### config.mk
export PLATFORM = sky130hd
export DESIGN_NAME = bitty_exec_ctrl
export DESIGN_NICKNAME = d
export VERILOG_FILES = /design/src/rtl/bitty_exec_ctrl.sv
export SDC_FILE = /design/constraint.sdc
export NUM_CORES = 1
export LEC_CHECK = 0
export BUFFER_PORTS_ARGS = -buffer_cell sky130_fd_sc_hd__clkbuf_2
export CORE_UTILIZATION = 40
export CTS_CLUSTER_SIZE = 24
export DETAILED_ROUTE_END_ITERATION = 8
export PLACE_DENSITY_LB_ADDON = 0.3
export SYNTH_ARGS = -nofsm -noshare
export SYNTH_HDL_FRONTEND = slang
export SYNTH_SLANG_ARGS = --single-unit
### constraint.sdc
create_clock -name clk -period 2 [get_ports clk]
set_clock_uncertainty 0.15 [all_clocks]
set_input_delay 0.2 -clock clk [delete_from_list [all_inputs] [get_ports clk]]
set_output_delay 0.2 -clock clk [all_outputs]
set_load 0.02 [all_outputs]
### src/rtl/bitty_exec_ctrl.sv
// rtl/bitty_exec_ctrl.sv - multi-cycle execute controller with 8x16 register file
module bitty_exec_ctrl #(
    parameter int DATA_W = 16,
    parameter int NREGS  = 8
) (
    input  logic              clk,
    input  logic              reset,
    input  logic              run,
    input  logic [15:0]       instr,
    output logic [DATA_W-1:0] alu_a,
    output logic [DATA_W-1:0] alu_b,
    output logic [2:0]        alu_sel,
    input  logic [DATA_W-1:0] alu_result,
    output logic              busy,
    output logic              done,
    output logic              err,
    input  logic [2:0]        dbg_addr,
    output logic [DATA_W-1:0] dbg_data
);

    typedef enum logic [1:0] {
        IDLE  = 2'd0,
        FETCH = 2'd1,
        EXEC  = 2'd2,
        WB    = 2'd3
    } state_t;

    state_t state;
    state_t state_nxt;

    logic [DATA_W-1:0] regs [NREGS];
    logic [DATA_W-1:0] s;
    logic [DATA_W-1:0] b;
    logic [DATA_W-1:0] c;
    logic [15:0]       ir;
    logic [2:0]        sel_q;

    logic [2:0]        rx;
    logic [2:0]        ry;
    logic [1:0]        fmt;
    logic              fmt_legal;
    logic [DATA_W-1:0] imm_ext;

    assign rx        = ir[15:13];
    assign ry        = ir[12:10];
    assign fmt       = ir[1:0];
    assign fmt_legal = (fmt == 2'b00) || (fmt == 2'b01);
    assign imm_ext   = {{(DATA_W-8){1'b0}}, ir[12:5]};

    // Operands are only reloaded in FETCH, so they naturally hold outside EXEC.
    assign alu_a    = s;
    assign alu_b    = b;
    assign alu_sel  = sel_q;
    assign dbg_data = regs[dbg_addr];

    always_ff @(posedge clk) begin
        if (reset) begin
            state <= IDLE;
        end else begin
            state <= state_nxt;
        end
    end

    always_comb begin
        state_nxt = state;
        busy      = (state != IDLE);
        done      = 1'b0;
        err       = 1'b0;
        case (state)
            IDLE: begin
                if (run) begin
                    state_nxt = FETCH;
                end
            end
            FETCH: state_nxt = EXEC;
            EXEC:  state_nxt = WB;
            WB: begin
                // A reset landing on the WB cycle suppresses the completion strobe.
                done      = ~reset;
                err       = ~reset & ~fmt_legal;
                state_nxt = IDLE;
            end
            default: state_nxt = IDLE;
        endcase
    end

    always_ff @(posedge clk) begin
        if (reset) begin
            for (int i = 0; i < NREGS; i++) begin
                regs[i] <= '0;
            end
            s     <= '0;
            b     <= '0;
            c     <= '0;
            ir    <= '0;
            sel_q <= '0;
        end else begin
            case (state)
                IDLE: begin
                    if (run) begin
                        ir <= instr;
                    end
                end
                FETCH: begin
                    s     <= regs[rx];
                    b     <= (fmt == 2'b00) ? regs[ry] : imm_ext;
                    sel_q <= ir[4:2];
                end
                EXEC: begin
                    c <= alu_result;
                end
                WB: begin
                    if (fmt_legal) begin
                        regs[rx] <= c;
                    end
                end
                default: ;
            endcase
        end
    end

endmodule

### After elaboration in Yosys (flattened, before gate mapping)

Memories as Yosys holds them, arrays and structs flattened. A register that Yosys moved wholly into a read port is not among the register bits.
Cells that the tools add are included.

* register bits after elaboration: 53
* RAM bits: 128
* bits of input ports: 38
* output and inout bits: 54
* logic and storage cells: 36
* memories kept: 1

Memory list
* regs: words 8, bits a word 16, rd ports 3, clocked after memory_dff 2, wr ports 8, RTL line 31 `logic [DATA_W-1:0] regs [NREGS];`

* equal/unequal tests: 5
* multiplexer cells: 16
* bitwise gates (word level): 3
* reductions and logical operators: 6

Operators with widths (count)
* two-way mux 16 bit: 2
* OR reduction 16 bit: 1
* two-way mux 1 bit: 9
* two-way mux 3 bit: 3
* case mux 2 bit (4 select lines): 1
* == test 2 x 1 -> 1 bit (second input constant): 2
* == test 2 bit (second input constant): 2
* zero test 2 bit: 2
* two-way mux 2 bit: 1
* != test 2 bit (second input constant): 1
* inverter 1 bit: 2
* AND reduction 2 bit: 1
* nonzero test 2 bit: 1
* bitwise AND 1 bit: 1
* logical OR 1 bit: 1

### Depth between registers and ports, before layout

* word-level depth: 8
* mapped depth: 8
* depth with buffers taken out: 6

### Worst setup path after synthesis

OpenSTA, ideal clock, no wires.

* path kind: reg2reg
* start point: reg state[1]
* end point: mem regs[0][0], enable pin
* setup time: 0.334 ns
* data arrival time: 1.708 ns
* data required time: 1.516 ns
* setup slack: -0.191 ns
* cell stages (with the launch flop): 6
* buffers on the path: 0
* clock period less this slack: 2.191 ns
* path through: dfxtp_1 > ha_1 > nor2b_4 > or3b_4 > nor3_4 > or2_2

RTL lines
* from (decl): RTL line 28 `state_t state;`
* from (signal assigned): RTL line 60 `state <= state_nxt;`
* to (decl): RTL line 31

==> impl_metrics.tcl <==
set metrics [dict create \
    status "finished, violations left" \
    failed_checks "setup timing" \
    synth.distinct_cells 38 \
    worstPathRequired_ps 1650 \
    drt-initial-drc-count 721 \
    drive_gt1_share_pct 34.2 \
    netlist_area_um2 10300 \
    start_util_pct 40.8 \
    grt_max_degree 80 \
    synth_seq_cells 200 \
    most-common-layout-cells "and2_1 (130), edfxtp_1 (128), mux4_2 (81)" \
    path_cells "mux4_2 > mux2_4 > buf_8" \
    path_delay_family "multiplexers" \
    cts_tree "yes" \
    layout_commonest_cell "and2_1" \
    wl_um 28400 \
    setup_slack_ps -201 \
    worst_slew_pin_slew_ps 558 \
    setup_viol 16 \
    rsz0062_at_grt "true" \
    grt_first_pass_wirelength_um 42700 \
    detailed_place.area_um2 11400 \
    seq_area_frac_synth_pct 51.4 \
    power.density_nw_per_um2 950 \
    dominantRegCellSynth "edfxtp_1" \
    whs_ps 165 \
    design_area_um2 12800 \
    place_ws_ps 3.62 \
    hold_viol 0 \
    clkSinkCount 200 \
    cap_viol_max_count 0 \
    fp.dieW_um 162 \
    dieArea_um2 26300 \
    drt_drc_violations_left 0 \
    postSynthCellCount 777 \
    startpoint_type "flip-flop" \
    fmax_mhz 454 \
    track_usage_pct 22.2 \
    grt_pass1_vias 7006 \
    core_area_um2 25200 \
    overflow 0 \
    cts.clk_slew.worst_paths_ps 80 \
    crit_type "flip-flop to primary output" \
    yosysTopAreaCell "edfxtp_1" \
    relSlewSlack_pct 62.8 \
    dr.pass1.iters 4 \
    io_pins 92 \
    post-route-util_pct 50.9 \
    worstPathArrival_ps 1850 \
    timing.final.max_slew_violations 0 \
    area_delta_synth_final_pct 24.8 \
    clockBufferDepth 2 \
    vdd_drop_max_mv 0.685 \
    synth_async_sr_flop_share_pct 0 \
    route.antenna.remaining_nets 0 \
    yosysTopAreaCellShare_pct 37.4 \
    hp-class "primary input to flip-flop" \
    power_leakage_nw 4.82 \
    numPortBuffers 91 \
    crit_path_max_incr_delay_ps 490 \
    fin_crit_ps 2200 \
    dp_hpwl_um 18800 \
    root_buffer "clkbuf_16" \
    crit_fanout 3 \
    period_share_pct 110 \
    clock_latency_ps 440 \
    synth_area_per_cell_um2 13.2 \
    synth.area.top_cells "edfxtp_1 (37%), mux4_2 (18%), dfxtp_1 (14%)" \
    drt-vias-per-instance 5.53 \
    antenna_cells 0 \
    cpMaxStageDelayCell "edfxtp_1" \
    power_mw 12.2 \
    synth_edf_count 128 \
    routedWlPerCell_um 21.9 \
    yosys_warnings 0 \
    fp.dieH_um 162 \
    numCtsBuffers 17 \
    routed-via-count 7139 \
    place_congestion 0.859 \
    end_kind "primary output" \
    floorplan.rows 58 \
    fin_nets 992 \
    syn_nets 820 \
    critPathBufInv 1 \
    antenna_found_initial 1 \
    h-tree-depth 4 \
]
-- tightest hold or removal path, cell delays in order --
cell and delay, ps:
clkbuf_2 140, buf_12 240, nor2_1 120
-- logic make-up (layout without fill, tap and decap cells) --
logic type	Yosys count	in the layout	synth area share [%]
flip-flops	200	200	51.4
multiplexers	147	147	24.4
AND/OR/NAND/NOR	288	290	15.8
buffers and inverters	63	246	3.07
adder cells (fa/ha/maj)	5	5	0.609
AO/OA/AOI/OAI	74	74	4.69
-- routing by layer --
layer,track usage [%],vias to the layer above,wire (um)
met5,0,-,0
met4,7.33,0,567
met3,4.03,39,2250
met2,35.4,332,13300
met1,30.6,3516,12300
li1,-,3252,-
-- state kept, by name, indices dropped and copies added, names as in the netlist, named ones only --
| signal | flops |
|---|---|
| regs | 128 |
| alu_a | 16 |
| alu_b | 16 |
| c | 16 |
| ir | 16 |
| alu_sel | 3 |
| state | 2 |
-- cells in the mapped netlist (3+ instances only) --
cell type / number
or2_2: 9
buf_2: 11
o22ai_1: 17
nor3_1: 18
a22oi_1: 8
a31oi_1: 8
mux2_2: 16
nor2b_1: 16
edfxtp_1: 128
nand3_1: 8
a22o_1: 6
dfxtp_1: 72
o32ai_1: 6
nor2_4: 3
buf_6: 5
clkbuf_1: 31
and2_1: 130
nor2_1: 42
buf_1: 3
ha_1: 5
mux4_2: 81
mux2i_1: 50
buf_4: 6
clkbuf_2: 4
a21oi_1: 25
inv_1: 3
nand2_1: 36
nand2b_1: 20
-- what timing repair did --
| action | CTS | global route |
|---|---|---|
| pin swaps | 0 | 1 |
| endpoints found under the setup margin | 23 | 113 |
| setup buffers | 29 | 7 |
| hold buffers | 33 | 0 |
| hold endpoints to repair | 36 | 0 |
| gates resized for setup | 45 | 27 |
| cloned | 1 | 1 |
-- where the power goes --
part / internal, mW / leakage [nW] / switching (mW)
logic: 1.67 / 2.64 / 1.98
registers: 4.83 / 1.91 / 0.411
clock network: 1.63 / 0.265 / 1.67
-- stage by stage --
step / setup TNS (ps) / std cells
after CTS: -2740 / 1284
after global placement: 0 / 1189
after floorplan: -4210 / 777
after global routing: -3180 / 1292
after detailed placement: 0 / 1189
final: -2540 / 1292
-- layout make-up --
cell class | count | area (um2)
clock buffers | 17 | 425
clock inverters | 15 | 119
fillers | 2136 | 12400
inverters | 3 | 11.3
multi-input cells | 516 | 4770
flip-flops and latches | 200 | 5290
well taps | 330 | 413
repair buffers | 211 | 1790
-- worst paths after layout --
kind,slack (ps),startpoint,cells past startpoint,endpoint
max,-200,regs[6][0],3,dbg_data[0]
min reg2reg,310,ir[9],2,ir[9]
min,160,reset,3,alu_sel[2]
max reg2reg,60,state[0],5,regs[2][9]
(Power assumes the default switching activity.)
